`config.mk`:
```
export PLATFORM = sky130hd
export DESIGN_NAME = vend_ctrl_multi_flat
export DESIGN_NICKNAME = d
export VERILOG_FILES = /design/src/rtl/vend_pkg.sv /design/src/rtl/vend_ctrl_multi_if.sv /design/src/rtl/vend_change_gen.sv /design/src/rtl/vend_ctrl_multi.sv /design/src/flat_wrapper.sv
export SDC_FILE = /design/constraint.sdc
export NUM_CORES = 1
export LEC_CHECK = 0
export CELL_PAD_IN_SITES_DETAIL_PLACEMENT = 0
export CELL_PAD_IN_SITES_GLOBAL_PLACEMENT = 1
export CORE_ASPECT_RATIO = 2
export CORE_MARGIN = 2
export CORE_UTILIZATION = 45
export DETAILED_ROUTE_END_ITERATION = 8
export GPL_TIMING_DRIVEN = 0
export PLACE_DENSITY_LB_ADDON = 0.1
export SYNTH_ARGS = -nofsm -noshare
export SYNTH_HDL_FRONTEND = slang
export SYNTH_SLANG_ARGS = --single-unit
```
`constraint.sdc`:
```
create_clock -name clk -period 6.4 [get_ports clk]
set_input_delay 0.64 -clock clk [delete_from_list [all_inputs] [get_ports clk]]
set_output_delay 0.64 -clock clk [all_outputs]
set_load 0.05 [all_outputs]
```
`src/rtl/vend_pkg.sv`:
```
// Shared definitions for the multi-item vending controller:
// coin codes, LED patterns, FSM state encoding and small helpers.
package vend_pkg;

    localparam logic [1:0] COIN_NONE = 2'b00;
    localparam logic [1:0] COIN_5    = 2'b01;
    localparam logic [1:0] COIN_10   = 2'b10;
    localparam logic [1:0] COIN_BAD  = 2'b11;

    localparam logic [2:0] LED_IDLE = 3'b001;
    localparam logic [2:0] LED_BUSY = 3'b010;
    localparam logic [2:0] LED_ERR  = 3'b100;

    typedef enum logic [1:0] {
        ST_IDLE   = 2'd0,
        ST_CREDIT = 2'd1,
        ST_VEND   = 2'd2,
        ST_CHANGE = 2'd3
    } vend_state_e;

    // Rupee value of a coin code; codes that carry no money report 0.
    function automatic logic [3:0] coin_value(input logic [1:0] code);
        logic [3:0] val;
        val = 4'd0;
        case (code)
            COIN_5:  val = 4'd5;
            COIN_10: val = 4'd10;
            default: val = 4'd0;
        endcase
        return val;
    endfunction

    function automatic int sel_width(input int n);
        return (n > 1) ? $clog2(n) : 1;
    endfunction

endpackage

```
`src/rtl/vend_ctrl_multi_if.sv`:
```
// Coin, selection, dispense and change signals of the vending controller.
// slave is the controller's view, master is the surrounding machinery's view.
interface vend_ctrl_multi_if #(
    parameter int NUM_ITEMS = 4,
    parameter int CREDIT_W  = 8
);
    localparam int SEL_W = vend_pkg::sel_width(NUM_ITEMS);

    logic                coin_valid;
    logic [1:0]          coin;
    logic                coin_reject;
    logic                sel_valid;
    logic [SEL_W-1:0]    sel_item;
    logic                sel_nack;
    logic                cancel;
    logic                disp_valid;
    logic [SEL_W-1:0]    disp_item;
    logic                disp_ready;
    logic                chg_valid;
    logic [1:0]          chg_coin;
    logic                chg_ready;
    logic [CREDIT_W-1:0] credit;
    logic [2:0]          state_led;

    modport slave (
        input  coin_valid, coin, sel_valid, sel_item, cancel, disp_ready, chg_ready,
        output coin_reject, sel_nack, disp_valid, disp_item, chg_valid, chg_coin,
               credit, state_led
    );

    modport master (
        output coin_valid, coin, sel_valid, sel_item, cancel, disp_ready, chg_ready,
        input  coin_reject, sel_nack, disp_valid, disp_item, chg_valid, chg_coin,
               credit, state_led
    );

endinterface

```
`src/rtl/vend_change_gen.sv`:
```
// Change sequencer: presents one coin at a time for the credit that will be
// held next cycle, biggest coin first, and holds it until the hopper takes it.
module vend_change_gen
    import vend_pkg::*;
#(
    parameter int CREDIT_W = 8
) (
    input  logic                clk,
    input  logic                rst,
    input  logic                active_nxt,
    input  logic [CREDIT_W-1:0] credit_nxt,
    input  logic                chg_ready,
    output logic                chg_valid,
    output logic [1:0]          chg_coin,
    output logic                fire,
    output logic [CREDIT_W-1:0] coin_val
);

    localparam logic [CREDIT_W-1:0] TEN = CREDIT_W'(10);

    logic issue_nxt;

    assign issue_nxt = active_nxt && (credit_nxt != '0);
    assign fire      = chg_valid && chg_ready;
    assign coin_val  = CREDIT_W'(coin_value(chg_coin));

    // Credit only moves on a handshake, so the coin stays stable while offered.
    always_ff @(posedge clk) begin
        if (rst) begin
            chg_valid <= 1'b0;
            chg_coin  <= COIN_NONE;
        end else begin
            chg_valid <= issue_nxt;
            if (issue_nxt)
                chg_coin <= (credit_nxt >= TEN) ? COIN_10 : COIN_5;
            else
                chg_coin <= COIN_NONE;
        end
    end

endmodule

```
`src/rtl/vend_ctrl_multi.sv`:
```
// Multi-item vending controller: accumulates coin credit, vends a priced item,
// returns change through vend_change_gen; cancel and idle timeout refund credit.
module vend_ctrl_multi
    import vend_pkg::*;
#(
    parameter int                          NUM_ITEMS   = 4,
    parameter int                          CREDIT_W    = 8,
    parameter int                          MAX_CREDIT  = 50,
    parameter logic [NUM_ITEMS*CREDIT_W-1:0] PRICES    = {8'd10, 8'd25, 8'd20, 8'd15},
    parameter int                          TIMEOUT_CYC = 1000
) (
    input logic             clk,
    input logic             rst,
    vend_ctrl_multi_if.slave bus
);

    localparam int SEL_W = sel_width(NUM_ITEMS);
    localparam int TMR_W = $clog2(TIMEOUT_CYC);

    if (NUM_ITEMS < 1) begin : g_bad_items
        $error("NUM_ITEMS must be at least 1");
    end
    if (TIMEOUT_CYC < 2) begin : g_bad_timeout
        $error("TIMEOUT_CYC must be at least 2");
    end
    if ($clog2(MAX_CREDIT + 1) > CREDIT_W) begin : g_bad_max
        $error("MAX_CREDIT does not fit in CREDIT_W bits");
    end

    logic [CREDIT_W-1:0] price_tab [NUM_ITEMS];

    for (genvar i = 0; i < NUM_ITEMS; i++) begin : g_price
        localparam int P = int'(PRICES[i*CREDIT_W +: CREDIT_W]);
        if ((P % 5 != 0) || (P > MAX_CREDIT)) begin : g_bad_price
            $error("item price must be a multiple of 5 and not above MAX_CREDIT");
        end
        assign price_tab[i] = PRICES[i*CREDIT_W +: CREDIT_W];
    end

    vend_state_e         state, state_nxt;
    logic [CREDIT_W-1:0] credit_q, credit_nxt;
    logic [TMR_W-1:0]    timer_q, timer_nxt;
    logic [SEL_W-1:0]    disp_item_q, disp_item_nxt;
    logic                reject_nxt, nack_nxt, disp_valid_nxt;
    logic [2:0]          led_nxt;

    logic [CREDIT_W-1:0] price;
    logic                sel_hit;
    logic [CREDIT_W:0]   credit_sum;
    logic                coin_any, coin_good, coin_fits, sel_afford, vend_done, timeout;
    logic                chg_fire;
    logic [CREDIT_W-1:0] chg_val;

    // Price lookup; an index with no matching item leaves sel_hit low.
    always_comb begin
        price   = '0;
        sel_hit = 1'b0;
        for (int i = 0; i < NUM_ITEMS; i++) begin
            if (bus.sel_item == SEL_W'(i)) begin
                price   = price_tab[i];
                sel_hit = 1'b1;
            end
        end
    end

    assign credit_sum = {1'b0, credit_q} + (CREDIT_W+1)'(coin_value(bus.coin));
    assign coin_any   = bus.coin_valid && (bus.coin != COIN_NONE);
    assign coin_good  = bus.coin_valid && ((bus.coin == COIN_5) || (bus.coin == COIN_10));
    assign coin_fits  = credit_sum <= (CREDIT_W+1)'(MAX_CREDIT);
    assign sel_afford = sel_hit && (credit_q >= price);
    assign vend_done  = bus.disp_valid && bus.disp_ready;
    assign timeout    = timer_q == TMR_W'(TIMEOUT_CYC - 1);

    always_ff @(posedge clk) begin
        if (rst) begin
            state           <= ST_IDLE;
            credit_q        <= '0;
            timer_q         <= '0;
            disp_item_q     <= '0;
            bus.disp_valid  <= 1'b0;
            bus.coin_reject <= 1'b0;
            bus.sel_nack    <= 1'b0;
            bus.state_led   <= LED_IDLE;
        end else begin
            state           <= state_nxt;
            credit_q        <= credit_nxt;
            timer_q         <= timer_nxt;
            disp_item_q     <= disp_item_nxt;
            bus.disp_valid  <= disp_valid_nxt;
            bus.coin_reject <= reject_nxt;
            bus.sel_nack    <= nack_nxt;
            bus.state_led   <= led_nxt;
        end
    end

    // Priority in IDLE/CREDIT is cancel, then selection, then coin, then timeout.
    always_comb begin
        state_nxt     = state;
        credit_nxt    = credit_q;
        timer_nxt     = timer_q;
        disp_item_nxt = disp_item_q;
        case (state)
            ST_IDLE: begin
                timer_nxt = '0;
                if (!bus.cancel && !bus.sel_valid && coin_good) begin
                    credit_nxt = CREDIT_W'(coin_value(bus.coin));
                    state_nxt  = ST_CREDIT;
                end
            end
            ST_CREDIT: begin
                if (bus.cancel) begin
                    state_nxt = ST_CHANGE;
                    timer_nxt = '0;
                end else if (bus.sel_valid && sel_afford) begin
                    credit_nxt    = credit_q - price;
                    disp_item_nxt = bus.sel_item;
                    state_nxt     = ST_VEND;
                    timer_nxt     = '0;
                end else if (!bus.sel_valid && coin_good && coin_fits) begin
                    credit_nxt = credit_sum[CREDIT_W-1:0];
                    timer_nxt  = '0;
                end else if (timeout) begin
                    state_nxt = ST_CHANGE;
                    timer_nxt = '0;
                end else begin
                    timer_nxt = timer_q + TMR_W'(1);
                end
            end
            ST_VEND: begin
                if (vend_done)
                    state_nxt = (credit_q != '0) ? ST_CHANGE : ST_IDLE;
            end
            ST_CHANGE: begin
                if (credit_q == '0) begin
                    state_nxt = ST_IDLE;
                end else if (chg_fire) begin
                    credit_nxt = credit_q - chg_val;
                    if (credit_nxt == '0)
                        state_nxt = ST_IDLE;
                end
            end
            default: state_nxt = ST_IDLE;
        endcase
    end

    always_comb begin
        reject_nxt = 1'b0;
        nack_nxt   = 1'b0;
        if ((state == ST_IDLE) || (state == ST_CREDIT)) begin
            nack_nxt   = bus.sel_valid &&
                         (bus.cancel || (state == ST_IDLE) || !sel_afford);
            reject_nxt = coin_any &&
                         (bus.cancel || bus.sel_valid || (bus.coin == COIN_BAD) ||
                          ((state == ST_CREDIT) && !coin_fits));
        end else begin
            nack_nxt   = bus.sel_valid;
            reject_nxt = bus.coin_valid;
        end
        disp_valid_nxt = state_nxt == ST_VEND;
        if (reject_nxt || nack_nxt)
            led_nxt = LED_ERR;
        else
            led_nxt = (state_nxt == ST_IDLE) ? LED_IDLE : LED_BUSY;
    end

    vend_change_gen #(
        .CREDIT_W (CREDIT_W)
    ) u_change (
        .clk        (clk),
        .rst        (rst),
        .active_nxt (state_nxt == ST_CHANGE),
        .credit_nxt (credit_nxt),
        .chg_ready  (bus.chg_ready),
        .chg_valid  (bus.chg_valid),
        .chg_coin   (bus.chg_coin),
        .fire       (chg_fire),
        .coin_val   (chg_val)
    );

    assign bus.credit    = credit_q;
    assign bus.disp_item = disp_item_q;

endmodule

```
`src/flat_wrapper.sv`:
```
// flat-port wrapper written by rule: the top's interface ports become plain ports
module vend_ctrl_multi_flat import vend_pkg::*;
#(
    parameter int                          NUM_ITEMS   = 4,
    parameter int                          CREDIT_W    = 8,
    parameter int                          MAX_CREDIT  = 50,
    parameter logic [NUM_ITEMS*CREDIT_W-1:0] PRICES    = {8'd10, 8'd25, 8'd20, 8'd15},
    parameter int                          TIMEOUT_CYC = 1000
)
  (clk, rst, bus_coin_valid, bus_coin, bus_sel_valid, bus_sel_item, bus_cancel, bus_disp_ready, bus_chg_ready, bus_coin_reject, bus_sel_nack, bus_disp_valid, bus_disp_item, bus_chg_valid, bus_chg_coin, bus_credit, bus_state_led);
  vend_ctrl_multi_if #(.NUM_ITEMS(NUM_ITEMS), .CREDIT_W(CREDIT_W)) bus_i ();
  input logic clk;
  input logic rst;
  input wire logic [$bits(bus_i.coin_valid)-1:0] bus_coin_valid;
  input wire logic [$bits(bus_i.coin)-1:0] bus_coin;
  input wire logic [$bits(bus_i.sel_valid)-1:0] bus_sel_valid;
  input wire logic [$bits(bus_i.sel_item)-1:0] bus_sel_item;
  input wire logic [$bits(bus_i.cancel)-1:0] bus_cancel;
  input wire logic [$bits(bus_i.disp_ready)-1:0] bus_disp_ready;
  input wire logic [$bits(bus_i.chg_ready)-1:0] bus_chg_ready;
  output wire logic [$bits(bus_i.coin_reject)-1:0] bus_coin_reject;
  output wire logic [$bits(bus_i.sel_nack)-1:0] bus_sel_nack;
  output wire logic [$bits(bus_i.disp_valid)-1:0] bus_disp_valid;
  output wire logic [$bits(bus_i.disp_item)-1:0] bus_disp_item;
  output wire logic [$bits(bus_i.chg_valid)-1:0] bus_chg_valid;
  output wire logic [$bits(bus_i.chg_coin)-1:0] bus_chg_coin;
  output wire logic [$bits(bus_i.credit)-1:0] bus_credit;
  output wire logic [$bits(bus_i.state_led)-1:0] bus_state_led;
  assign bus_i.coin_valid = bus_coin_valid;
  assign bus_i.coin = bus_coin;
  assign bus_i.sel_valid = bus_sel_valid;
  assign bus_i.sel_item = bus_sel_item;
  assign bus_i.cancel = bus_cancel;
  assign bus_i.disp_ready = bus_disp_ready;
  assign bus_i.chg_ready = bus_chg_ready;
  assign bus_coin_reject = bus_i.coin_reject;
  assign bus_sel_nack = bus_i.sel_nack;
  assign bus_disp_valid = bus_i.disp_valid;
  assign bus_disp_item = bus_i.disp_item;
  assign bus_chg_valid = bus_i.chg_valid;
  assign bus_chg_coin = bus_i.chg_coin;
  assign bus_credit = bus_i.credit;
  assign bus_state_led = bus_i.state_led;
  vend_ctrl_multi #(.NUM_ITEMS(NUM_ITEMS), .CREDIT_W(CREDIT_W), .MAX_CREDIT(MAX_CREDIT), .PRICES(PRICES), .TIMEOUT_CYC(TIMEOUT_CYC)) u_core (.clk(clk), .rst(rst), .bus(bus_i));
endmodule
```
==> impl_metrics.py <==
metrics = {
    "run_status": {
        "outcome": "complete, no violations",
    },
    "pwr": {
        "power_frac_comb_pct": 24.0,
        "finalPower_mw": 0.596,
        "p_leak_nw": 1.30,
        "pwr-share-clk_pct": 41.7,
        "ir_drop_mv": 0.202,
        "power_switching_mw": 0.181,
        "powerDensity_mw_per_mm2": 174,
        "power_frac_seq_pct": 34.3,
        "swShare_pct": 30.4,
        "p_int_mw": 0.415,
    },
    "logic_synthesis": {
        "syn_area_sq_mm": 0.00287,
        "synth_cell_types": 61,
        "synthCells": 399,
        "syn_nets": 433,
        "ys_warn_count": 0,
        "avgSynthCellArea_sq_um": 7.18,
        "synth-edff-count": 0,
        "async_reset_ff_share_pct": 0,
        "synthFlopType": "dfxtp_1",
        "ys_ff_latch": 31,
        "ys_seq_area_share_pct": 21.6,
    },
    "global_routing": {
        "antenna_found_initial": 0,
        "grt_use_total_pct": 30.8,
        "grt_pass1_wl_um": 15800,
        "grt_max_degree": 11,
        "grt_pass1_vias": 3206,
        "overflow": 0,
    },
    "critical_path": {
        "crit_path_end_kind": "flop",
        "worstSetupStartpointType": "input port",
        "r2r_cells": 13,
        "crit_arrival_ns": 5.39,
        "criticalPathCategory": "input port to flop",
        "path_max_fanout": 10,
        "required_ns": 6.57,
    },
    "layout": {
        "diodes": 0,
        "drive_gt1_share_pct": 5.29,
        "fin_nets": 468,
        "seq_area_sq_um": 621,
        "area_growth_pct": 19.1,
        "layout_commonest_cell": "nor2_1",
        "fillers": 675,
        "mostFrequentLayoutCells": "nor2_1 (48), a21oi_1 (40), dfxtp_1 (31)",
        "multiInputGateArea_sq_mm": 0.00207,
    },
    "route": {
        "vias_per_cell": 6.07,
        "drcViolationCount": 0,
        "wl_per_cell_um": 19.6,
        "firstDrtPassIters": 5,
        "ant_nets": 0,
        "via_count": 3160,
        "wirelength_um": 10200,
        "drt-initial-drc-count": 226,
    },
    "worst_hold_path": {
        "min_path_type": "flop to flop",
        "worstHoldPathCells": 2,
    },
    "floorplan": {
        "die_h_um": 117,
        "die_area_sq_mm": 0.00706,
        "ioPinCount": 30,
        "rows": 41,
        "chipWidth_um": 60.4,
        "coreArea_sq_mm": 0.00626,
        "initial_core_util_pct": 45.8,
    },
    "cts": {
        "root_buffer": "clkbuf_16",
        "h-tree-depth": 2,
        "cts.sinks": 31,
        "post_cts.repair.setup_buffers": 0,
        "cts-hold-fix-buffers": 0,
        "cts_tree": "built",
        "clockBufferDepth": 2,
        "insertion_delay_ns": 0.28,
        "cts_resized": 0,
        "clkTransAtPathRegs_ns": 0.05,
        "numCtsBuffers": 5,
    },
    "job": {
        "cap_violations": 0,
    },
    "sta": {
        "rsz0062_at_grt": "no",
        "slew-limit-headroom_pct": 39.7,
        "clock.fmax_mhz": 192,
        "min_period_ns": 5.21,
        "hold_viol_final": 0,
        "setup-violations-final": 0,
        "fin_tns_setup_ns": 0,
        "slew_violations": 0,
        "fin_skew_ns": 0.00654,
        "tightest_slew_ns": 0.898,
        "period_share_pct": 81.5,
    },
    "placement": {
        "io_buffers": 28,
        "gp_congestion": 0.948,
        "place_hpwl_um": 8250,
    },
}
[metal layers]
layer,track usage (%),wire (um),vias to the layer above,part of all wire [%]
met5,0,0,-,0
met4,25.5,832,0,8.1
met3,4.40,354,48,3.5
met2,57.8,5590,120,55
met1,27.0,3450,1473,34
li1,-,-,1519,-
[through the flow]
stage          cell area [sq um]  setup slack [ns]  utilization, %  hold WS, ns  instances
2_1_floorplan               2870              2.56               -        0.462        399
3_3_place_gp                3250              1.04            52.0        0.472        513
3_5_place_dp                3250              1.03            52.0        0.481        513
4_1_cts                     3410              1.30            54.6        0.504        521
5_1_grt                     3410             0.861            54.6        0.539        521
6_report                    3410              1.19            54.6        0.499        521
[power by group through the flow]
| stage | Sequential (mW) | Clock (mW) | Combinational [mW] |
|---|---|---|---|
| floorplan | 0.222 | 0 | 0.0810 |
| global placement | 0.208 | 0 | 0.140 |
| detailed placement | 0.208 | 0 | 0.141 |
| CTS | 0.204 | 0.252 | 0.142 |
| global route | 0.205 | 0.258 | 0.155 |
| finish | 0.204 | 0.249 | 0.143 |
[worst max-delay path, cell delays in order]
cell             delay [ns]
clkdlybuf4s50_1        0.53
inv_1                  0.10
ha_1                   0.30
buf_4                  0.21
xor2_1                 0.15
ha_1                   0.25
a21oi_1                0.29
o21ai_1                0.16
o21a_1                 0.13
o21ai_0                0.38
a32oi_2                0.21
nor3_1                 0.67
a21oi_1                0.15
a311oi_1               0.77
nand4_1                0.21
o21a_1                 0.23
[path summary, 6_finish.rpt]
check                                              from                        end  slack [ns]
worst max-delay path                        bus_coin[0]  u_core.u_change.chg_valid        1.19
worst min-delay path            u_core.bus.disp_item[0]    u_core.bus.disp_item[0]        0.50
worst max register to register     u_core.bus.credit[1]  u_core.u_change.chg_valid        1.87
worst min register to register  u_core.bus.disp_item[0]    u_core.bus.disp_item[0]        0.50
[registers in the layout, summed over array words and instances (netlist names)]
name,flops
u_core.timer_q,10
u_core.bus.credit,8
u_core.bus.state_led,3
u_core.bus.disp_item,2
u_core.state,2
u_core.u_change.chg_coin,2
u_core.bus.coin_reject,1
u_core.bus.disp_valid,1
u_core.bus.sel_nack,1
u_core.u_change.chg_valid,1
[cells by family (layout without fill, tap and decap cells)]
group / Yosys count / in the layout / synth area share [%]
compound gates: 124 / 124 / 27.6
buf+inv: 41 / 77 / 5.98
simple gates: 168 / 168 / 29.9
xor+xnor: 9 / 9 / 3.01
flops: 31 / 31 / 21.7
mux: 3 / 3 / 1.27
fa+ha+maj: 23 / 23 / 10.6
[cells in the mapped netlist, types with 5 or more instances]
library cell / number / area, sq um
nor2_1: 48 / 180
dfxtp_1: 31 / 621
and3_1: 9 / 56.3
o21a_1: 8 / 60.1
nand3_1: 10 / 50.1
nor3_1: 13 / 65.1
or3_1: 9 / 56.3
ha_1: 21 / 263
inv_1: 22 / 82.6
a21oi_1: 40 / 200
xnor2_1: 5 / 43.8
nand4_1: 6 / 37.5
nor2b_1: 7 / 43.8
clkbuf_1: 13 / 48.8
o21ai_0: 29 / 145
nand3b_1: 6 / 45.0
nand2_1: 29 / 109
o31ai_1: 7 / 52.6
nand2b_1: 15 / 93.8
[cell type report]
type / count / share of cell area [%]
Buffer: 19 / 2.60
Clock buffer: 7 / 4.47
Clock inverter: 1 / 0.220
Inverter: 22 / 2.42
Multi-Input combinational cell: 327 / 60.8
Sequential cell: 31 / 18.2
Tap cell: 86 / 3.15
Timing Repair Buffer: 28 / 8.21
Power figures use the tool's default switching activity.
